$ cat src/rtl/alu_arbiter.sv
// Two-requester arbiter in front of a shared combinational ALU.
// Define ALU_FIXED_PRIO_EN for fixed priority (req0 wins); default is round-robin.
module alu_arbiter #(
    parameter int DATA_W = 32,
    parameter int OP_W   = 4,
    parameter int TAG_W  = 4
) (
    input  logic              iClk,
    input  logic              iRst_n,
    input  logic              iReq0_Valid,
    output logic              oReq0_Ready,
    input  logic [OP_W-1:0]   iReq0_OP,
    input  logic [DATA_W-1:0] iReq0_A,
    input  logic [DATA_W-1:0] iReq0_B,
    input  logic [TAG_W-1:0]  iReq0_Tag,
    input  logic              iReq1_Valid,
    output logic              oReq1_Ready,
    input  logic [OP_W-1:0]   iReq1_OP,
    input  logic [DATA_W-1:0] iReq1_A,
    input  logic [DATA_W-1:0] iReq1_B,
    input  logic [TAG_W-1:0]  iReq1_Tag,
    output logic [OP_W-1:0]   oAluOP,
    output logic [DATA_W-1:0] oAluA,
    output logic [DATA_W-1:0] oAluB,
    input  logic [DATA_W-1:0] iAluC,
    input  logic              iAluNEG,
    input  logic              iAluZERO,
    output logic              oRsp_Valid,
    input  logic              iRsp_Ready,
    output logic              oRsp_ID,
    output logic [TAG_W-1:0]  oRsp_Tag,
    output logic [DATA_W-1:0] oRsp_C,
    output logic              oRsp_NEG,
    output logic              oRsp_ZERO,
    output logic              oBusy
);

    typedef enum logic [1:0] {
        IDLE = 2'd0,
        EXEC = 2'd1,
        RESP = 2'd2
    } state_t;

    state_t r_state;
    state_t w_state_nxt;

    logic              w_win;
    logic              w_gnt0;
    logic              w_gnt1;
    logic              w_gnt;
    logic              r_id;
    logic [TAG_W-1:0]  r_tag;
    logic [OP_W-1:0]   r_alu_op;
    logic [DATA_W-1:0] r_alu_a;
    logic [DATA_W-1:0] r_alu_b;
    logic              r_rsp_id;
    logic [TAG_W-1:0]  r_rsp_tag;
    logic [DATA_W-1:0] r_rsp_c;
    logic              r_rsp_neg;
    logic              r_rsp_zero;

`ifndef ALU_FIXED_PRIO_EN
    // Holds the ID of the last grant; on a tie the other side wins.
    logic r_ptr;
`endif

    always_comb begin
        w_gnt0 = 1'b0;
        w_gnt1 = 1'b0;
        w_win  = iRst_n &&
                 ((r_state == IDLE) ||
                  ((r_state == RESP) && iRsp_Ready));
        if (w_win) begin
`ifdef ALU_FIXED_PRIO_EN
            w_gnt0 = iReq0_Valid;
            w_gnt1 = iReq1_Valid && !iReq0_Valid;
`else
            if (iReq0_Valid && iReq1_Valid) begin
                w_gnt0 = r_ptr;
                w_gnt1 = !r_ptr;
            end else begin
                w_gnt0 = iReq0_Valid;
                w_gnt1 = iReq1_Valid;
            end
`endif
        end
    end

    assign w_gnt = w_gnt0 | w_gnt1;

    always_comb begin
        w_state_nxt = r_state;
        unique case (r_state)
            IDLE: if (w_gnt) w_state_nxt = EXEC;
            EXEC: w_state_nxt = RESP;
            RESP: begin
                if (iRsp_Ready) begin
                    w_state_nxt = w_gnt ? EXEC : IDLE;
                end
            end
            default: w_state_nxt = IDLE;
        endcase
    end

    always_ff @(posedge iClk) begin
        if (!iRst_n) begin
            r_state    <= IDLE;
            r_id       <= 1'b0;
            r_tag      <= '0;
            r_alu_op   <= '0;
            r_alu_a    <= '0;
            r_alu_b    <= '0;
            r_rsp_id   <= 1'b0;
            r_rsp_tag  <= '0;
            r_rsp_c    <= '0;
            r_rsp_neg  <= 1'b0;
            r_rsp_zero <= 1'b0;
`ifndef ALU_FIXED_PRIO_EN
            r_ptr      <= 1'b1;
`endif
        end else begin
            r_state <= w_state_nxt;
            if (w_gnt) begin
                r_alu_op <= w_gnt1 ? iReq1_OP  : iReq0_OP;
                r_alu_a  <= w_gnt1 ? iReq1_A   : iReq0_A;
                r_alu_b  <= w_gnt1 ? iReq1_B   : iReq0_B;
                r_tag    <= w_gnt1 ? iReq1_Tag : iReq0_Tag;
                r_id     <= w_gnt1;
`ifndef ALU_FIXED_PRIO_EN
                r_ptr    <= w_gnt1;
`endif
            end
            // ALU has had one full cycle to settle on the registered operands.
            if (r_state == EXEC) begin
                r_rsp_c    <= iAluC;
                r_rsp_neg  <= iAluNEG;
                r_rsp_zero <= iAluZERO;
                r_rsp_id   <= r_id;
                r_rsp_tag  <= r_tag;
            end
        end
    end

    assign oReq0_Ready = w_gnt0;
    assign oReq1_Ready = w_gnt1;
    assign oAluOP      = r_alu_op;
    assign oAluA       = r_alu_a;
    assign oAluB       = r_alu_b;
    assign oRsp_Valid  = (r_state == RESP);
    assign oRsp_ID     = r_rsp_id;
    assign oRsp_Tag    = r_rsp_tag;
    assign oRsp_C      = r_rsp_c;
    assign oRsp_NEG    = r_rsp_neg;
    assign oRsp_ZERO   = r_rsp_zero;
    assign oBusy       = (r_state != IDLE);

endmodule
$ cat config.mk
export PLATFORM = sky130hd
export DESIGN_NAME = alu_arbiter
export DESIGN_NICKNAME = d
export VERILOG_FILES = /design/src/rtl/alu_arbiter.sv
export SDC_FILE = /design/constraint.sdc
export NUM_CORES = 1
export LEC_CHECK = 0
export CAP_MARGIN = 10
export CORE_UTILIZATION = 25
export CTS_CLUSTER_SIZE = 28
export DETAILED_ROUTE_END_ITERATION = 12
export HOLD_SLACK_MARGIN = 0.06
export MAX_ROUTING_LAYER = met4
export PLACE_DENSITY = 0.57
export SLEW_MARGIN = 20
export SYNTH_ARGS = -nofsm -noshare
export SYNTH_HDL_FRONTEND = slang
export SYNTH_SLANG_ARGS = --single-unit
$ cat constraint.sdc
create_clock -name iClk -period 1.89 [get_ports iClk]
set_input_delay 0.378 -clock iClk [delete_from_list [all_inputs] [get_ports iClk]]
set_output_delay 0.378 -clock iClk [all_outputs]
set_load 0.03 [all_outputs]
# --- Word-level counts from Yosys, hierarchy flattened ---
# Index checks and enable logic that the tools add are counted.
# W data, S select, Z words.
op_classes:
  mul: 0
  n_eq_ne: 4
  div_mod_pow: 0
  magnitude_cmp: 0
  n_bitwise: 1
  muxes: 12
  addsub: 0
  shifts: 0
  n_reduce_logical: 8
ops:
  columns: ["op", "n"]
  rows:
  - ["$mux W32", 2]
  - ["$mux W4", 2]
  - ["$pmux W2 S3", 1]
  - ["$mux W1", 5]
  - ["$mux W2", 2]
  - ["$logic_and A1 B1 Y1", 3]
  - ["$eq A2 B1 Y1 const B", 1]
  - ["$eq A2 B2 Y1 const B", 1]
  - ["$logic_not A2 Y1", 1]
  - ["$ne A2 B1 Y1 const B", 1]
  - ["$ne A2 B2 Y1 const B", 1]
  - ["$reduce_and A2 Y1", 1]
  - ["$reduce_bool A2 Y1", 1]
  - ["$logic_not A1 Y1", 1]
  - ["$logic_or A1 B1 Y1", 1]
  - ["$or A1 B1 Y1", 1]
word_totals:
  memories: 0
  rom_bits: 0
  out_inout_bits: 111
  inputBits: 183
  mem_bits_rw: 0
  reg_bits: 115
  latchBits: 0

# --- Logic depth before layout (Yosys ltp) ---
# Gate-level depths: netlist of the first run.
depth:
  word_depth: 9
  depth_mapped: 5

# --- Worst setup path before layout of the first run ---
# No wires, ideal clock.
synth_path:
  path_kind: "input-to-output"
  from: "in iRsp_Ready"
  to: "out oReq1_Ready"
  slack_ns: -0.093
  path_buffers: 2
  stages: 4
  t_required_ns: 1.512
  arrival_time_ns: 1.605
  path_cell_list: "and2b_1 -> buf_4 -> buf_2 -> nor3_1"
synth_between:
  elab_chain_len: 4
synth_lines:
  columns: ["item", "line_no", "rtl"]
  rows:
  - ["start, declared", "29", "input logic iRsp_Ready,"]
  - ["$logic_and A1 B1 Y1", "72", "((r_state == RESP) && iRsp_Ready));"]
  - ["$logic_or A1 B1 Y1", "71", "((r_state == IDLE) ||"]
  - ["$logic_and A1 B1 Y1", "70", "w_win = iRst_n &&"]
  - ["$mux W1", "73", "if (w_win) begin"]
  - ["end, declared", "17", "output logic oReq1_Ready,"]
# Every way passes these cells.

# --- Worst setup path after layout of the first run ---
layout_path:
  from: "reg r_alu_b[28], in the netlist oAluB[28]"
  to: "out oAluB[28]"
layout_rtl:
  columns: ["item", "line_no", "rtl"]
  rows:
  - ["start, declared", "55", "logic [DATA_W-1:0] r_alu_b;"]
  - ["start signal, assigned", "126", "r_alu_b <= w_gnt1 ? iReq1_B : iReq0_B;"]
  - ["end, declared", "24", "output logic [DATA_W-1:0] oAluB,"]
# No word-level cell between the ends.

==> results of run 1 <==
==> worst min-delay path, stage by stage <==
cell	delay (ns)
dlymetal6s2s_1	0.14
buf_4	0.14
o21a_1	0.10
==> cell families (layout without fill, tap and decap cells) <==
group | after synthesis | count (layout)
other cells | 0 | 1
flops | 115 | 115
buf+inv | 102 | 376
compound gates | 261 | 261
simple gates | 166 | 166
==> repair_timing <==
item,CTS,global route
pin swaps,0,1
resized for setup,7,7
setup endpoints to repair,5,5
setup buffers,3,1
==> per-layer routing <==
metal / global-route usage, % / vias up / part of all wire (%) / routed length, um
li1: - / 3095 / - / -
met1: 25.49 / 3088 / 42 / 9568
met2: 32.92 / 308 / 48 / 11100
met3: 5.606 / 21 / 8.4 / 1931
met4: 5.303 / 0 / 1.4 / 323
met5: - / - / 0 / 0
==> stage by stage <==
step / worst slack [ns] / power, uW
after CTS: 0.01094 / 8517
after global routing: 0.0001082 / 8779
after global placement: -0.1340 / 4956
final: 0.04940 / 8427
after detailed placement: -0.2141 / 4959
after floorplan: 0.1820 / 3848
==> power groups by stage <==
stage | clock network, uW | registers, uW | logic [uW]
floorplan | 0 | 3130 | 722
global placement | 0 | 2780 | 2180
detailed placement | 0 | 2780 | 2180
CTS | 3590 | 2730 | 2190
global route | 3710 | 2750 | 2320
finish | 3510 | 2730 | 2180
==> area by class of cell <==
class | instances | area (um2)
clock inverter | 14 | 201.4
clock buffer | 18 | 439.2
antenna | 1 | 2.502
timing repair buffer | 342 | 3626
inverter | 2 | 8.758
tap | 275 | 344.1
fill | 2051 | 11610
multi-input combinational | 427 | 2756
sequential | 115 | 2302
==> layout by cell type, fill, tap and decap left out, types with 3 or more instances in the layout <==
| master | count |
|---|---|
| a31oi_1 | 73 |
| nand4_1 | 72 |
| a311oi_1 | 72 |
| bufinv_16 | 4 |
| clkbuf_16 | 17 |
| clkinv_4 | 4 |
| buf_12 | 25 |
| dlymetal6s2s_1 | 7 |
| a21oi_1 | 40 |
| clkdlybuf4s50_1 | 281 |
| dfxtp_1 | 115 |
| dlygate4sd2_1 | 3 |
| buf_4 | 25 |
| nand2_1 | 78 |
| nand2b_1 | 3 |
| o31ai_1 | 72 |
| inv_6 | 3 |
==> state kept, by name, indices dropped and copies added, names as in the netlist, 2 cells and up <==
register  count
oAluA        32
oAluB        32
oAluOP        4
oRsp_C       32
oRsp_Tag      4
r_state       2
r_tag         4
==> worst max path at each step <==
stage                                start                     end  slack, ns  cells after the start
finish              oAluB[28]$_SDFFE_PN0P_               oAluB[28]       0.05                      1
global route        oRsp_C[0]$_SDFFE_PN0N_               oRsp_C[0]     0.0001                      1
CTS                 oAluA[22]$_SDFFE_PN0P_               oAluA[22]       0.01                      1
detailed placement             iReq0_Valid  oAluA[20]$_SDFFE_PN0P_      -0.21                      6
global placement               iReq0_Valid  oAluB[22]$_SDFFE_PN0P_      -0.13                      6
floorplan                       iRsp_Ready             oReq1_Ready       0.18                      4
==> key figures, run 1 <==
STA
  – Maximum achievable frequency: 543.3 MHz
  – Worst-Margin Slew: 0.4054 ns
  – Tcrit/Tclk final: 97.39%
  – Hold Slack: 0.3743 ns
  – Final min period: 1.841 ns
  – Final Max Slew Viols: 0
  – Slew HR: 72.93%
  – Final hold viol count: 0
  – Clk_skew: 0.008125 ns
  – RSZ-0062 raised after global routing: no
  – Setup TNS: 0 ns
  – Final setup fails: 0

Synth
  – YS warnings: 0
  – Synth cell types: 25
  – Number of synthesized flops with an enable pin: 0
  – Main area contributors after synthesis: dfxtp_1 42%, a311oi_1 11%, o31ai_1 9.9%
  – Seq cells post-synth: 115
  – Share of the synthesized area in the top cell type: 41.98%
  – Mux contribution to synthesized area: 0%
  – Top FF cell, synth: dfxtp_1
  – XOR/XNOR Fraction of Synth Area: 0%
  – Register area share after synthesis: 41.98%
  – Asr flop ratio synth: 0%
  – Most instantiated cells after synthesis: 115 x dfxtp_1, 78 x nand2_1, 73 x a31oi_1
  – Cell with the most instances after synthesis: dfxtp_1
  – Largest family of logic cells by synthesized area: compound AO/OA/AOI/OAI gates
  – Post-synthesis compound-gate area fraction: 33.95%
  – Simple-gate share of the synthesized area: 15.35%
  – Area leader, netlist: dfxtp_1
  – Synthesized area: 5484 um2
  – Mean Syn Cell Area: 8.516 um2
  – Synthesized netlist cell count: 644
  – Net Count, Synth: 827
  – Adder-cell area share of the yosys netlist: 0%

Placement
  – Placed cell areas: 8977 um2
  – Port Buf Inserts: 293
  – Placed cells: 1157
  – Final Wtd Congestion: 0.7850
  – HPWL Detailed: 15.00 mm

Clocking
  – Clock buffer depth: 2
  – CTS tree: done
  – CTS buffer count: 17
  – Sinks on Clock Net: 115
  – H-tree Lvls: 4
  – Worst-path clk slew: 0.06 ns
  – Hold buffer count at cts: 0
  – Clock Latency Late Sink: 0.42 ns
  – Clock root cell: clkbuf_16

Worst setup path
  – R2R cell count: 5
  – Max FO, Critical Path: 2
  – Crit path cell chain: clkdlybuf4s50_1
  – CP max stage delay: 0.68 ns
  – Worst Path Buf+Inv: 1
  – Startpoint class of the critical path: flip-flop
  – RR Startpoint: r_state[0]$_SDFFE_PN0P_
  – Slowest-stage cell, CP: clkdlybuf4s50_1
  – CP required: 1.51 ns
  – Reg2reg setup slack: 0.23 ns
  – CP arrival: 1.46 ns
  – CP Capture Type: primary output
  – Reg-to-Reg End: oAluA[11]$_SDFFE_PN0P_
  – CP top delay family: buffers and inverters
  – WS Path Type: flip-flop to primary output

Pwr
  – Seq pwr share: 32.4%
  – Clock power frac: 41.7%
  – Maximum vdd drop: 0.0003660 V
  – Combinational share of power: 25.9%
  – P_leak: 0.003324 uW
  – Sw Pwr: 2517 uW
  – Pwr/cell area: 870.5 nW/um2
  – Sw frac: 29.86%
  – Internal Power: 5910 uW

Drt
  – DRT iter0 DRCs: 351
  – Vias/cell: 5.454
  – WL/cell: 19.20 um
  – WL final: 22.93 mm
  – Antenna viol nets, final: 0
  – Residual DRC: 0
  – TritonRoute pass-1 iters: 5
  – Vias: 6512

Finish
  – Layout cells sized above 1: 10.46%
  – Final Util: 45.48%
  – Final instance area: 9681 um2
  – Syn-to-layout area delta: 76.52%
  – Fin nets: 1088
  – Post-Layout Cell Count: 1194

Floorplan
  – Die ar.: 22530 um2
  – Num rows: 53
  – Height of the die: 150.1 um
  – Num ports: 294
  – Die X-Extent: 150.1 um
  – Core area: 21290 um2
  – Initial Util: 25.76%

Min path
  – HP Class: input port to flip-flop
  – Hold path endpoint: r_id$_SDFFE_PN0P_
  – Worst Hold Depth: 3
  – Hold_sp: iRst_n

Status
  – Status: finished clean

GRT
  – First-pass GRT wire length: 34.98 mm
  – GRT Total Usage: 20.58%
  – Vias in the first global route: 6143
  – Largest net degree at the start of global routing: 60
  – GRT overflow: 0
  – Initial antenna violation count: 1

Job
  – Max Cap Viol: 0
(Power assumes the default switching activity.)
==> run 2, diff against run 1 <==
Settings changed: SLEW_MARGIN 20 to 40.
==> results of run 2 <==
The final DEF is identical to that of run 1; final timing and power are the same.
==> run 3, diff against run 2 <==
Settings changed: CORE_ASPECT_RATIO set to 1.25, SETUP_SLACK_MARGIN set to 0.15.
==> run 3 against run 2 <==
Final area is 0.62% lower; total power is 5.7% lower; via count decreased by 0.83%; global-route usage about the same; hold slack improved by 0.064 ns; sequential share of layout area grew 0.24 points; clock-buffer cell count unchanged; die area barely moved; core utilization fell by 0.83 points; cell count up 1.3%; critical path type is now input port to primary output.
==> key figures, run 3 (synthesis results as in run 1) <==
Finish
  – Commonest non-fill, non-tap cell in the layout: clkdlybuf4s50_1
  – Sequential cell area: 2311 um2 (+0.38%)
  – Fill cell count: 2163 (+5.5%)
  – Layout cells sized above 1: 12.16% (+1.7 points)
  – Final instance area: 9620 um2 (-0.62%)
  – Most frequent cells in the layout: 178 x clkdlybuf4s50_1, 112 x dfxtp_1, 110 x dlygate4sd2_1
  – Footprint of the multi-input gates: 2778 um2 (+0.77%)
  – Final Util: 44.65% (-0.83 points)
  – Fin nets: 1099 (+1.0%)
  – Syn-to-layout area delta: 75.43%

Worst setup path
  – CP arrival: 1.37 ns (-0.09 ns)
  – Startpoint class of the critical path: input port
  – CP Capture Type: primary output
  – CP required: 1.51 ns (about the same)
  – WS Path Type: input port to primary output
  – Max FO, Critical Path: 3 (+1)

GRT
  – Initial antenna violation count: 2 (+1)
  – GRT overflow: 0 (unchanged)
  – Vias in the first global route: 6334 (+3.1%)
  – GRT Total Usage: 20.60% (about the same)
  – Largest net degree at the start of global routing: 47 (-22%)
  – First-pass GRT wire length: 35.17 mm (+0.53%)

Drt
  – DRT iter0 DRCs: 465 (+32%)
  – WL/cell: 18.89 um (-1.6%)
  – Antenna viol nets, final: 0 (unchanged)
  – TritonRoute pass-1 iters: 5 (unchanged)
  – WL final: 22.86 mm (-0.31%)
  – Vias/cell: 5.337 (-2.1%)
  – Residual DRC: 0 (unchanged)
  – Vias: 6458 (-0.83%)

Clocking
  – Sinks on Clock Net: 115 (unchanged)
  – Worst-path clk slew: 0.05 ns (about the same)
  – CTS buffer count: 17 (unchanged)
  – Clock root cell: clkbuf_16
  – Clock Latency Late Sink: 0.41 ns (about the same)
  – H-tree Lvls: 4 (unchanged)
  – Clock buffer depth: 2 (unchanged)
  – CTS tree: done

STA
  – Final Max Slew Viols: 0 (unchanged)
  – Hold Slack: 0.4386 ns (+0.06430 ns)
  – Worst-Margin Slew: 0.4290 ns (+0.02363 ns)
  – Final min period: 1.745 ns (-0.09610 ns)
  – Maximum achievable frequency: 573.2 MHz (+5.5%)
  – Slew HR: 71.40% (-1.5 points)
  – Final hold viol count: 0 (unchanged)
  – Final setup fails: 0 (unchanged)
  – RSZ-0062 raised after global routing: yes
  – Tcrit/Tclk final: 92.30% (-5.1 points)
  – Clk_skew: 0.008385 ns (+0.0002605 ns)

Job
  – Max Cap Viol: 0 (unchanged)

Floorplan
  – Die X-Extent: 134.5 um (-10%)
  – Core area: 21550 um2 (+1.2%)
  – Height of the die: 167.6 um (+12%)
  – Die ar.: 22540 um2 (about the same)
  – Initial Util: 25.45% (-0.31 points)
  – Num rows: 60 (+13%)
  – Num ports: 294 (unchanged)

Pwr
  – P_leak: 0.003709 uW (+12%)
  – Final total power: 7944 uW (-5.7%)
  – Pwr/cell area: 825.8 nW/um2 (-5.1%)
  – Maximum vdd drop: 0.0005760 V (+57%)

Min path
  – HP Class: input port to flip-flop

Placement
  – HPWL Detailed: 15.21 mm (+1.4%)
  – Port Buf Inserts: 293 (unchanged)
  – Final Wtd Congestion: 0.7428 (-5.4%)
  – Placed cell areas: 9072 um2 (+1.1%)

Status
  – Status: finished clean
==> run 3: what timing repair did <==
action / in CTS / in global routing
buffers inserted: 7 / 1
gates resized for setup: 129 / 8
endpoints found under the setup margin: 111 / 4
pin swaps: 3 / 2
hold buffers: 0 / 0
gates cloned: 0 / 0
hold endpoints to repair: 0 / 0
==> run 3: worst paths after layout <==
path                                    to                      from  cells after the start  slack, ns
hold / removal           r_id$_SDFFE_PN0P_                    iRst_n                      4       0.44
hold reg to reg   oRsp_Tag[3]$_SDFFE_PN0N_  oRsp_Tag[3]$_SDFFE_PN0N_                      2       0.44
setup / recovery               oReq1_Ready               iReq0_Valid                      5       0.15
setup reg to reg    oAluB[22]$_SDFFE_PN0P_   r_state[0]$_SDFFE_PN0P_                      5       0.29
==> run 3: routing by layer <==
layer | routed length (um) | up-vias | track usage, % | share of wire [%]
li1 | - | 3120 | - | -
met1 | 9822 | 3078 | 24.85 | 43
met2 | 11460 | 237 | 34.13 | 50
met3 | 1203 | 23 | 4.360 | 5.3
met4 | 374 | 0 | 6.302 | 1.6
met5 | 0 | - | - | 0
==> run 3: area by class of cell <==
class | instances | area share, %
antenna | 2 | 0.05202
clock buffer | 18 | 4.565
clock inverter | 14 | 1.340
inverter | 2 | 0.09104
multi-input combinational | 427 | 28.87
sequential | 115 | 24.02
tap | 279 | 3.629
timing repair buffer | 353 | 37.43
==> run 3: worst max-delay path, cell delays in order <==
cell	delay, ns
dlygate4sd2_1	0.25
buf_6	0.13
a21bo_4	0.23
nor3_4	0.21
buf_6	0.17
==> run 3: per-stage QoR <==
stage / setup slack, ns / TNS [ns] / std cells
2_1_floorplan: 0.1820 / 0 / 644
6_report: 0.1455 / 0 / 1210
3_5_place_dp: -0.1643 / -7.587 / 1168
4_1_cts: 0.04891 / 0 / 1207
3_3_place_gp: -0.08708 / -4.165 / 1168
5_1_grt: 0.09185 / 0 / 1210
==> run 3: power breakdown <==
group	leakage, uW	internal [uW]	switching [uW]
Sequential	0.000947	2620	97.6
Combinational	0.00249	946	1160
Clock	0.000273	1850	1260
